--- config.mk ---
export PLATFORM = sky130hd
export DESIGN_NAME = mux_rr_stream
export DESIGN_NICKNAME = d
export VERILOG_FILES = /design/src/rtl/mux_rr_stream.sv
export SDC_FILE = /design/constraint.sdc
export NUM_CORES = 1
export LEC_CHECK = 0
export ABC_AREA = 1
export BUFFER_PORTS_ARGS = -buffer_cell sky130_fd_sc_hd__clkbuf_2
export CAP_MARGIN = 20
export CORE_MARGIN = 2
export CORE_UTILIZATION = 47
export CTS_CLUSTER_DIAMETER = 30
export DETAILED_ROUTE_END_ITERATION = 12
export PLACE_DENSITY = 0.83
export SYNTH_ARGS = -nofsm -noshare
export SYNTH_HDL_FRONTEND = slang
export SYNTH_SLANG_ARGS = --single-unit
--- constraint.sdc ---
create_clock -name clk -period 2.5 [get_ports clk]
set_clock_uncertainty 0.15 [all_clocks]
set_input_delay 0.25 -clock clk [delete_from_list [all_inputs] [get_ports clk]]
set_output_delay 0.25 -clock clk [all_outputs]
set_load 0.1 [all_outputs]
--- src/rtl/mux_rr_stream.sv ---
// CH-input stream multiplexer with valid/ready handshakes and a single registered output slot.
// MODE=1 arbitrates round-robin from a rotating pointer; MODE=0 is fixed priority, lowest index wins.
module mux_rr_stream #(
  parameter int unsigned N    = 8,
  parameter int unsigned CH   = 4,
  parameter int unsigned MODE = 1,
  localparam int unsigned SW  = $clog2(CH)
) (
  input  logic            clk,
  input  logic            rst,
  input  logic            enable,
  input  logic [CH*N-1:0] in_data,
  input  logic [CH-1:0]   in_valid,
  output logic [CH-1:0]   in_ready,
  output logic [N-1:0]    out_data,
  output logic [SW-1:0]   out_sel,
  output logic            out_valid,
  input  logic            out_ready
);

  logic [SW-1:0] ptr_q;
  logic [SW-1:0] start;
  logic [SW-1:0] cand;
  logic [SW-1:0] gnt_idx;
  logic          gnt_found;
  logic          space;
  logic          xfer;

  logic          out_valid_q;
  logic [N-1:0]  out_data_q;
  logic [SW-1:0] out_sel_q;

  logic [N-1:0]  chan_data [CH];

  for (genvar i = 0; i < CH; i++) begin : g_chan
    assign chan_data[i] = in_data[i*N +: N];
  end

  always_comb begin
    start     = (MODE == 1) ? ptr_q : '0;
    cand      = '0;
    gnt_idx   = '0;
    gnt_found = 1'b0;
    for (int unsigned k = 0; k < CH; k++) begin
      // Explicit wrap keeps the candidate below CH when CH is not a power of two.
      if (32'(start) + k >= CH) begin
        cand = SW'(32'(start) + k - CH);
      end else begin
        cand = SW'(32'(start) + k);
      end
      if (!gnt_found && in_valid[cand]) begin
        gnt_found = 1'b1;
        gnt_idx   = cand;
      end
    end
  end

  assign space = !out_valid_q || out_ready;
  assign xfer  = gnt_found && enable && space && !rst;

  always_comb begin
    in_ready = '0;
    if (xfer) begin
      in_ready[gnt_idx] = 1'b1;
    end
  end

  always_ff @(posedge clk) begin
    if (rst) begin
      out_valid_q <= 1'b0;
      out_data_q  <= '0;
      out_sel_q   <= '0;
      ptr_q       <= '0;
    end else if (xfer) begin
      // A new word overwrites the slot even while the old one drains this edge.
      out_valid_q <= 1'b1;
      out_data_q  <= chan_data[gnt_idx];
      out_sel_q   <= gnt_idx;
      if (MODE == 1) begin
        ptr_q <= (gnt_idx == SW'(CH - 1)) ? '0 : gnt_idx + SW'(1);
      end
    end else if (out_valid_q && out_ready) begin
      out_valid_q <= 1'b0;
    end
  end

  assign out_valid = out_valid_q;
  assign out_data  = out_data_q;
  assign out_sel   = out_sel_q;

endmodule

## Word-level counts from Yosys, hierarchy flattened

Index checks and enable logic that the tools add are counted.
W data, S select, Z words.

- Register bits after elaboration: 13
- Bits in latches: 0
- Memory bits (writable): 0
- ROM bits: 0
- Bits of input ports: 40
- Output and inout port bits: 15
- Memories: 0

- $add $sub $neg: 8
- $mul: 0
- Divide/modulo/power cells: 0
- Magnitude comparators: 11
- Equal/unequal tests: 1
- Shift operators: 0
- Mux-type cells: 29
- Bitwise gates (word level): 1
- Reduce and logical (&&, ||, !) cells: 15

Operators with widths:

| cell | count |
|---|---|
| $mux W2 | 9 |
| $bmux W8 S2 | 1 |
| $mux W8 | 2 |
| $lt A2 B3 Y1 const B | 5 |
| $ge A3 B3 Y1 const B | 4 |
| $mux W1 | 11 |
| $bmux W1 S2 | 4 |
| $logic_and A1 B1 Y1 | 8 |
| $sub A2 B1 Y2 const B | 4 |
| $add A2 B2 Y3 const B | 2 |
| $logic_not A1 Y1 | 5 |
| $mux W4 | 1 |
| $add A2 B1 Y3 const B | 1 |
| $ge A2 B3 Y1 const B | 1 |
| $not A2 Y3 | 1 |
| $add A2 B1 Y2 const B | 1 |
| $demux W1 S2 | 1 |
| $eq A2 B2 Y1 const B | 1 |
| $ge A2 B1 Y1 const B | 1 |
| $reduce_bool A2 Y1 | 1 |
| $logic_or A1 B1 Y1 | 1 |

## Depth between registers and ports, before layout

Gate-level depths: netlist of the first run.

- Depth after elaboration: 19
- Mapped depth: 15
- Mapped depth without buffers: 15

## Worst setup path after synthesis of the first run

Ideal clock, no wire load.

- Kind: register -> output
- Start point: reg ptr_q[0]
- End point: out in_ready[1]
- Arrival: 2.724 ns
- Data required time: 2.100 ns
- Slack: -0.624 ns
- Stages on the path, launching flop included: 14
- Cells stage by stage: dfxtp_1 buf_6 nand2_2 nand3_2 nand2_2 inv_1 nand2_2 nand2_4 nand3_4 inv_4 buf_8 ha_1 inv_1 nor2_1

- Longest elaborated chain between the ends: 19
- Elaborated cells between the ends (all ways): 46
- Classes of those cells: add/sub (7); order compare (6); mux (23); reduce/logical (10)

Ends and longest elaborated chain:

| element | RTL line | source |
|---|---|---|
| start: declaration | 21 | `logic [SW-1:0] ptr_q;` |
| start signal: assignment | 80 | `ptr_q <= (gnt_idx == SW'(CH - 1)) ? '0 : gnt_idx + SW'(1);` |
| branches (longest 13 deep; another with $add A2 B1 Y3) | -- |  |
| $mux W2 * | 51 | `if (!gnt_found && in_valid[cand]) begin` |
| via gnt_idx[0] | 24 | `logic [SW-1:0] gnt_idx;` |
| $lt A2 B3 Y1 (implied by the code) / $ge A2 B1 Y1 (equally long branches) | 64 | `in_ready[gnt_idx] = 1'b1;` |
| $logic_and A1 B1 Y1 (implied by the code) | 64 |  |
| $mux W1 (implied by the code) | 64 |  |
| $demux W1 S2 * | 64 |  |
| $mux W4 * | 63 | `if (xfer) begin` |
| end: declaration | 14 | `output logic [CH-1:0] in_ready,` |

Mark *: on every way through the listed nets, which the timed path passes. The select of a mux whose other input is x is not followed.

## Worst setup path after layout of the first run

- Start point: reg ptr_q[0]
- End point: out in_ready[3]

- Longest elaborated chain between the ends: 19
- Elaborated cells between the ends (all ways): 46
- Classes of those cells: add/sub (7); order compare (6); mux (23); reduce/logical (10)

Ends and longest elaborated chain:

| element | RTL line |
|---|---|
| branches (longest 18 deep; another with $add A2 B1 Y3) | -- |
| $mux W4 * | 63 |

Mark *: on every way between the ends. The select of a mux whose other input is x is not followed.

==> results of run 1 <==
## worst paths after layout
kind	endpoint	from	slack, ns	depth (start not counted)
hold / removal	out_valid$_SDFFE_PP0P_	out_ready	0.13	4
setup / recovery	in_ready[3]	ptr_q[0]$_SDFFE_PP0P_	-0.02	14
setup reg to reg	out_data[3]$_SDFFE_PP0P_	ptr_q[0]$_SDFFE_PP0P_	0.23	15
hold reg to reg	out_data[6]$_SDFFE_PP0P_	out_data[6]$_SDFFE_PP0P_	0.34	2
## worst max-delay path, delay by kind of cell, from the launching register on
family	cells	cell delay, ns
adder cells (fa/ha/maj)	1	0.17
flip-flops	1	0.37
buffers and inverters	4	0.47
AND/OR/NAND/NOR	9	0.82
## stage by stage
stage          power (mW)   util
2_1_floorplan       0.956      -
3_5_place_dp         1.11  0.648
5_1_grt              1.54  0.767
6_report             1.45  0.767
3_3_place_gp         1.10  0.648
4_1_cts              1.26  0.672
## final cells by class
class / count / area share
inverters: 22 / 0.0525
clock buffers: 4 / 0.0140
flip-flops and latches: 13 / 0.141
repair buffers: 72 / 0.253
multi-input cells: 159 / 0.520
well taps: 30 / 0.0199
## sequential cells by signal, summed over array words and instances (netlist names)
register / count
out_data: 8
out_sel: 2
out_valid: 1
ptr_q: 2
## cells in the mapped netlist, drive strengths merged
master	count
nand2	100
nand3	27
inv	22
nor2	17
dfxtp	13
buf	4
ha	4
nand4	4
o21ai	3
a21oi	2
clkbuf	1
o211a	1
## timing repair
action / 4_1_cts / 5_1_grt
cloned: 0 / 1
hold buffers: 1 / 0
endpoints found under the hold margin: 1 / 0
setup buffers: 1 / 12
pin swaps: 2 / 13
resized for setup: 8 / 37
endpoints found under the setup margin: 4 / 4
## cell families after synthesis
family                   Yosys count  synth area share
AO/OA/AOI/OAI                      6            0.0290
adder cells (fa/ha/maj)            4            0.0414
buffers and inverters             27             0.109
flip-flops                        13             0.215
AND/OR/NAND/NOR                  148             0.606
## layer usage
metal / up-vias / wire length (um) / GRT usage
li1: 763 / - / -
met1: 697 / 1440 / 0.276
met2: 77 / 2030 / 0.399
met3: 16 / 250 / 0.0383
met4: 0 / 83 / 0.0542
met5: - / 0 / 0
## power groups by stage
stage | clock, mW | combinational, mW | sequential, mW
6_report | 0.129 | 1.06 | 0.268
5_1_grt | 0.137 | 1.13 | 0.271
4_1_cts | 0.130 | 0.864 | 0.265
3_5_place_dp | 0 | 0.846 | 0.267
3_3_place_gp | 0 | 0.833 | 0.267
2_1_floorplan | 0 | 0.469 | 0.486
==> qor.yml, run 1 <==
max_freq_ghz: 0.398
grt_first_pass_wirelength_um: 4870
fin_crit_ns: 2.52
start_util: 0.493
worstPathArrival_ns: 2.12
leakage_nw: 1.03
slew_viol_final: 0
core_area_mm2: 0.00245
drv_cap: 0
synthesis.nets: 242
p_comb_frac: 0.727
yosys.cell_types.count: 23
drc_errors: 0
p_int_mw: 0.649
die_h_um: 54.7
worst_path_max_delay_cell: "dfxtp_4"
worst_slack_ns: -0.0150
violations: "setup timing"
instances_no_fill: 300
nFillCells: 194
mostFrequentLayoutCell: "nand2_1"
yosysWarnings: 0
antenna_found_initial: 0
power.density_mw_per_mm2: 773
io_pins: 55
hold_violations: 0
worst_pin_slew_ns: 0.559
crit_fanout: 8
drive_above_1_share: 0.519
dr.first_iter.drc_count: 46
drt-total-wl_um: 3800
drtAntennaViolNets: 0
root_buffer: "clkbuf_4"
multiInputGateArea_um2: 978
clk_latency_ns: 0.27
dr.pass1.iters: 4
vias: 1553
vdd_drop_max_uv: 529
register_area_um2: 265
switching_power_mw: 0.805
switching_share: 0.554
ys_seq_area_frac: 0.215
drt-vias-per-instance: 5.18
critical_path_required_ns: 2.10
holdWs_ns: 0.134
cts_buffers: 3
synthTopCellsByArea: "nand2_1 26%, dfxtp_1 22%, nand3_1 9.1%"
hold_path.class: "input pin to flop"
syn_area_mm2: 0.00121
die_w_um: 54.7
final_cell_mix: "71 x nand2_1, 50 x clkbuf_2, 20 x nand2_2, 17 x nand3_1, 15 x buf_4"
synth_top_cell_by_area: "nand2_1"
clock_sinks: 13
yosys_register_bits: 13
num_rows: 18
worstSetupPathType: "flop to output port"
dieArea_mm2: 0.00300
setup_tns_ns: -0.0150
fin_crit_sh: 1.01
overflow: 0
synthCells: 198
fin_nets: 315
track_usage: 0.224
place_inst: 281
crit_chain: "buf_6, nand2_1, nand2_2, nand2_2, nand2_2, nand2_4, nand2_4, nand2_4, nand3_4, inv_4, ha_2, inv_2, nor2_4, buf_12"
dpl-instance-area_mm2: 0.00159
gp_congestion: 0.852
io_buffers: 54
cts_tree: "done"
max_slew_margin: 0.629
finalSetupViolCount: 1
pwr-share-seq: 0.184
n_antenna_cell: 0
wl_per_cell_um: 12.7
area_delta_synth_final_pct: 55.5
grt_pass1_vias: 1173
worstSetupEndpointType: "output port"
htree_levels: 1
status: "complete, but fails checks"
max-clock-path-buffers: 2
fin_area_mm2: 0.00188
clkTransAtPathRegs_ns: 0.08
yosysTopAreaCellShare: 0.261
dp_slack_ns: 0.198
syn_avg_cell_area_um2: 6.11
post-dp-hpwl_um: 2430
cpPeakStageDelay_ns: 0.37
startpoint_type: "flop"
grt_max_degree: 19
clock_power_share: 0.089
Power figures use the tool's default switching activity.
==> inputs of run 2 (changes only) <==
Settings changed: CORE_UTILIZATION 47 to 36, HOLD_SLACK_MARGIN set to 0.05, PLACE_DENSITY 0.83 to 0.67.
==> run 2 against run 1 <==
  * The run now ends clean
  * Setup slack gained 0.059 ns
  * Via count shrank 6.0%
  * Register-to-register slack gained 0.05 ns
  * Global-route usage shrank 4.2 points
  * Total power shrank 0.70%
  * Critical endpoint unchanged
==> qor.yml, run 2 (synthesis gave the netlist of run 1 again) <==
status: "completed"
max_freq_ghz: 0.407  # +2.4%
fin_crit_ns: 2.46  # -0.0593 ns
use_met1: 0.208  # -0.0685
max-clock-path-buffers: 2  # unchanged
n_antenna_cell: 0  # unchanged
hold_path.class: "input pin to flop"
antenna_found_initial: 0  # unchanged
fin_crit_sh: 0.982  # -0.0237
register_area_um2: 268  # +0.94%
drive_above_1_share: 0.498  # -0.0204
drt-total-wl_um: 3570  # -6.2%
hold_violations: 0  # unchanged
drc_errors: 0  # unchanged
drt-vias-per-instance: 4.61  # -11%
final_cell_mix: "76 x nand2_1, 50 x clkbuf_2, 18 x nand3_1, 16 x buf_4, 15 x nand2_2"
nFillCells: 320  # +65%
area_delta_synth_final_pct: 56.7
fin_util: 0.577  # -0.189
drv_cap: 0  # unchanged
largest_reg_flops: 8  # unchanged
worst_pin_slew_ns: 0.566  # +0.00724 ns
mostFrequentLayoutCell: "nand2_1"
cpPeakStageDelay_ns: 0.37  # about the same
worst_path_most_repeated_cell: "nand2_4"
clock_sinks: 13  # unchanged
multiInputGateArea_um2: 943  # -3.6%
fin_nets: 316  # +0.32%
dieArea_mm2: 0.00384  # +28%
dr.pass1.iters: 4  # unchanged
globalRoute.busiestLayer: "met2"
worstPathArrival_ns: 2.06  # -0.06 ns
track_usage: 0.182  # -0.0418
fin_area_mm2: 0.00190  # +0.73%
clkTransAtPathRegs_ns: 0.08  # about the same
drtAntennaViolNets: 0  # unchanged
die_w_um: 62.0  # +13%
critical_path_required_ns: 2.10  # about the same
htree_levels: 1  # unchanged
slew_viol_final: 0  # unchanged
dr.first_iter.drc_count: 40  # -13%
root_buffer: "clkbuf_4"
wl_per_cell_um: 11.2  # -11%
crit_chain: "buf_6, nand2_4, nand2_4, nand2_1, nand2_1, nand2_4, nand2_2, nand2_4, nand3_4, inv_4, buf_12, ha_4, inv_2, nor2_4, buf_12"
startpoint_type: "flop"
grt_pass1_vias: 1279  # +9.0%
gp_congestion: 0.903  # +5.9%
grt_use_met3: 0.0393  # +0.00109
grt_first_pass_wirelength_um: 5250  # +7.8%
met2_usage: 0.341  # -0.0580
vias: 1460  # -6.0%
vdd_drop_max_uv: 416  # -21%
crit_fanout: 5  # -3
core_area_mm2: 0.00328  # +34%
post-dp-hpwl_um: 2550  # +5.0%
cts_buffers: 3  # unchanged
worstSetupEndpointType: "output port"
clk_latency_ns: 0.27  # about the same
overflow: 0  # unchanged
die_h_um: 62.0  # +13%
cts_tree: "done"
finalSetupViolCount: 0  # -1
worstSetupPathType: "flop to output port"
crit_buf_inv: 5  # +1
num_rows: 21  # +3
start_util: 0.368  # -0.124
path_delay_family: "simple AND/OR/NAND/NOR gates"
io_pins: 55  # unchanged
max_slew_margin: 0.624  # -0.00481
power.density_mw_per_mm2: 762  # -1.4%
grt_max_degree: 19  # unchanged
leakage_nw: 1.04  # +0.96%
rsz0062_at_grt: "yes"
worst_path_max_delay_cell: "dfxtp_4"
io_buffers: 54  # unchanged
dpl-instance-area_mm2: 0.00161  # +1.3%
-- run 2: cell type report --
cell class | instances | area share
multi-input cells | 158 | 0.498
repair buffers | 74 | 0.265
flip-flops and latches | 13 | 0.141
inverters | 22 | 0.0515
well taps | 46 | 0.0304
clock buffers | 4 | 0.0139
-- run 2: worst paths after layout --
kind | startpoint | end | slack [ns] | cells after the start
worst max-delay path | ptr_q[0]$_SDFFE_PP0P_ | in_ready[3] | 0.04 | 15
worst min-delay path | out_ready | out_valid$_SDFFE_PP0P_ | 0.08 | 4
worst max register to register | ptr_q[0]$_SDFFE_PP0P_ | out_data[4]$_SDFFE_PP0P_ | 0.28 | 16
worst min register to register | out_data[0]$_SDFFE_PP0P_ | out_data[0]$_SDFFE_PP0P_ | 0.33 | 2
-- run 2: report_power, final --
group          internal, mW  switching, mW  total [mW]  leakage (nW)
Clock                0.0618         0.0714       0.133        0.0150
Sequential            0.243         0.0229       0.266         0.109
Combinational         0.352          0.693        1.05         0.916
-- run 2: what timing repair did --
item                                   in CTS  in global routing
pin swaps                                   1                 17
setup endpoints to repair                   4                  4
setup buffers                               1                 13
hold buffers                                1                  0
endpoints found under the hold margin       1                  0
gates cloned                                0                  1
gates resized for setup                     7                 34
-- run 2: stage by stage --
step	hold WS, ns	power, mW	instances	setup WS, ns	TNS [ns]
5_1_grt	0.107	1.53	317	-0.0453	-0.131
3_3_place_gp	0.299	1.11	297	0.230	0
2_1_floorplan	0.169	0.956	198	0.122	0
6_report	0.0809	1.44	317	0.0443	0
3_5_place_dp	0.294	1.11	297	0.191	0
4_1_cts	0.0760	1.27	303	0.0188	0
-- run 2: routing by layer --
layer | share of wire | routed length, um | vias to the layer above
met1 | 0.42 | 1500 | 654
met5 | 0 | 0 | -
met3 | 0.040 | 144 | 6
met4 | 0.017 | 62 | 0
met2 | 0.52 | 1860 | 34
li1 | - | - | 766
-- run 2: tightest hold or removal path: stages --
cell,delay [ns]
clkbuf_2,0.07
nor2_1,0.05
nand2_1,0.05
nand2_1,0.04
==> inputs of run 3 (changes only) <==
Settings changed: BUFFER_PORTS_ARGS -buffer_cell sky130_fd_sc_hd__clkbuf_2 to not set, DONT_BUFFER_PORTS set to 1, HOLD_SLACK_MARGIN 0.05 to 0.02, PLACE_DENSITY 0.67 to 0.53.
Clock period 2.5 ns to 2.95 ns, I/O delays scaled along.
==> run 3 against run 2 <==
  * Die area did not move
  * Critical path depth fell by 2
  * Setup slack improved by 0.19 ns
  * Combinational power fell by 55%
  * First-iteration DRC count rose by 65%
  * Utilization fell by 16 points
  * Worst hold slack got worse by 0.024 ns
  * Critical path type unchanged
  * Highest routed layer unchanged
==> qor.yml, run 3 (synthesis gave the netlist of run 1 again) <==
n_antenna_cell: 0  # unchanged
vias: 1217  # -17%
worst_path_max_delay_cell: "dfxtp_2"
globalRoute.busiestLayer: "met2"
drt-total-wl_um: 3000  # -16%
dpl-instance-area_mm2: 0.00133  # -18%
grt_use_met3: 0.0538  # +0.0145
fin_area_mm2: 0.00138  # -27%
timing.rr.end: "ptr_q[1]$_SDFFE_PP0P_"
fin_crit_sh: 0.920
slew_viol_final: 0  # unchanged
max_freq_ghz: 0.369
drc_errors: 0  # unchanged
grt_pass1_vias: 1159  # -9.4%
fin_crit_ns: 2.71
dr.first_iter.drc_count: 66  # +65%
root_buffer: "clkbuf_4"
max_slew_margin: 0.318  # -0.306
post_cts_buffers: 0  # -1
io_pins: 55  # unchanged
hp-start: "out_ready"
fin_util: 0.420  # -0.157
wl_per_cell_um: 11.9  # +6.1%
drive_above_1_share: 0.229  # -0.269
worst_pin_slew_ns: 1.02  # +0.455 ns
instances_no_fill: 251  # -21%
use_met1: 0.188  # -0.0193
critical_path_required_ns: 2.51  # +0.41 ns
dp_slack_ns: 0.369  # +0.177 ns
crit_chain: "inv_2, nand2_1, nand3_2, nand2_2, nor2_8, nand3_1, nand3_1, nand2_2, inv_1, ha_1, inv_1, nor2_2, buf_12"
hold_path.class: "input pin to flop"
cpPeakStageDelay_ns: 0.35  # -0.02 ns
worst_slack_ns: 0.237  # +0.193 ns
worstPathArrival_ns: 2.27  # +0.21 ns
clock_sinks: 13  # unchanged
clk_latency_ns: 0.27  # about the same
start_util: 0.368  # unchanged
die_h_um: 62.0  # unchanged
overflow: 0  # unchanged
startpoint_type: "flop"
dr.pass1.iters: 4  # unchanged
largest_reg_flops: 8  # unchanged
grt_first_pass_wirelength_um: 4620  # -12%
status: "completed"
num_rows: 21  # unchanged
crit_fanout: 9  # +4
fin_nets: 250  # -21%
drt-vias-per-instance: 4.85  # +5.3%
final_cell_mix: "84 x nand2_1, 22 x nand3_1, 16 x inv_1, 12 x dfxtp_1, 11 x nand2_2"
cts_tree: "done"
worstHoldPathCells: 3  # -1
track_usage: 0.158  # -0.0240
finalSetupViolCount: 0  # unchanged
hold_violations: 0  # unchanged
post-dp-hpwl_um: 2390  # -6.4%
worstSetupEndpointType: "output port"
core_area_mm2: 0.00328  # unchanged
drv_cap: 0  # unchanged
dieArea_mm2: 0.00384  # unchanged
gp_congestion: 0.872  # -3.4%
met2_usage: 0.275  # -0.0655
vdd_drop_max_uv: 461  # +11%
antenna_found_initial: 0  # unchanged
min_to: "out_valid$_SDFFE_PP0P_"
grt_max_degree: 21  # +2
mostFrequentLayoutCell: "nand2_1"
drtAntennaViolNets: 0  # unchanged
clkTransAtPathRegs_ns: 0.08  # about the same
nFillCells: 380  # +19%
power.density_mw_per_mm2: 713  # -6.4%
rsz0062_at_grt: "no"
leakage_nw: 0.733  # -30%
ff2ff_setup_slack_ns: 0.79  # +0.51 ns
htree_levels: 1  # unchanged
r2r_cells: 12  # -4
cts_buffers: 3  # unchanged
r2r_start: "ptr_q[0]$_SDFFE_PP0P_"
die_w_um: 62.0  # unchanged
setup_tns_ns: 0  # unchanged
area_delta_synth_final_pct: 14.1
io_buffers: 0  # -100%
place_inst: 245  # -18%
worstSetupPathType: "flop to output port"
max-clock-path-buffers: 2  # unchanged
==> run 3: changes by cell type in the layout (fill, tap and decap cells not counted), sizes merged <==
| cell | before | now |
|---|---|---|
| clkinv | 0 | 1 |
| clkbuf | 54 | 3 |
| nand3 | 27 | 28 |
| buf | 23 | 6 |
==> run 3: worst max-delay path by stage <==
stage	cells past startpoint	slack, ns	to	startpoint
after global placement	12	0.45	in_ready[3]	ptr_q[0]$_SDFFE_PP0P_
final	13	0.24	in_ready[2]	ptr_q[0]$_SDFFE_PP0P_
after global routing	14	0.06	in_ready[3]	ptr_q[1]$_SDFFE_PP0P_
after detailed placement	12	0.37	in_ready[3]	ptr_q[0]$_SDFFE_PP0P_
after floorplan	13	0.23	in_ready[1]	ptr_q[0]$_SDFFE_PP0P_
after CTS	12	0.05	in_ready[3]	ptr_q[0]$_SDFFE_PP0P_
==> run 3: power by group <==
part           switching [mW]  internal, mW  leakage (nW)  total, mW
Clock                  0.0572        0.0502        0.0177      0.107
Sequential              0.200         0.205         0.108      0.405
Combinational           0.322         0.150         0.607      0.472
==> run 3: layout make-up <==
type	count	area, um^2	area share
sequential	13	262	0.189
multi-input combinational	159	838	0.607
clock inverter	1	5.00	0.00363
tap	46	57.6	0.0417
inverter	22	90.1	0.0653
clock buffer	3	22.5	0.0163
timing repair buffer	7	105	0.0762
==> run 3: what timing repair did <==
action                                 4_1_cts  5_1_grt
gates resized for setup                      0        3
setup endpoints to repair                    0        3
endpoints found under the hold margin        1        0
hold buffers                                 1        0
==> run 3: per-layer routing <==
metal,wire (um),share of wire,vias to the layer above
li1,-,-,631
met1,1270,0.42,543
met2,1490,0.50,41
met3,209,0.070,2
met4,27,0.0090,0
met5,0,0,-
==> run 3: per-stage QoR <==
| step | power, mW | hold slack, ns |
|---|---|---|
| floorplan | 0.799 | 0.214 |
| finish | 0.984 | 0.0566 |
| detailed placement | 0.866 | 0.217 |
| global placement | 0.856 | 0.217 |
| global route | 1.06 | 0.0613 |
| CTS | 0.978 | 0.0446 |
==> run 3: worst max-delay path: cells and delay by family (launching register included) <==
| kind | cells | cell delay, ns |
|---|---|---|
| simple gates | 8 | 0.91 |
| buf+inv | 4 | 0.56 |
| flops | 1 | 0.35 |
| fa+ha+maj | 1 | 0.17 |
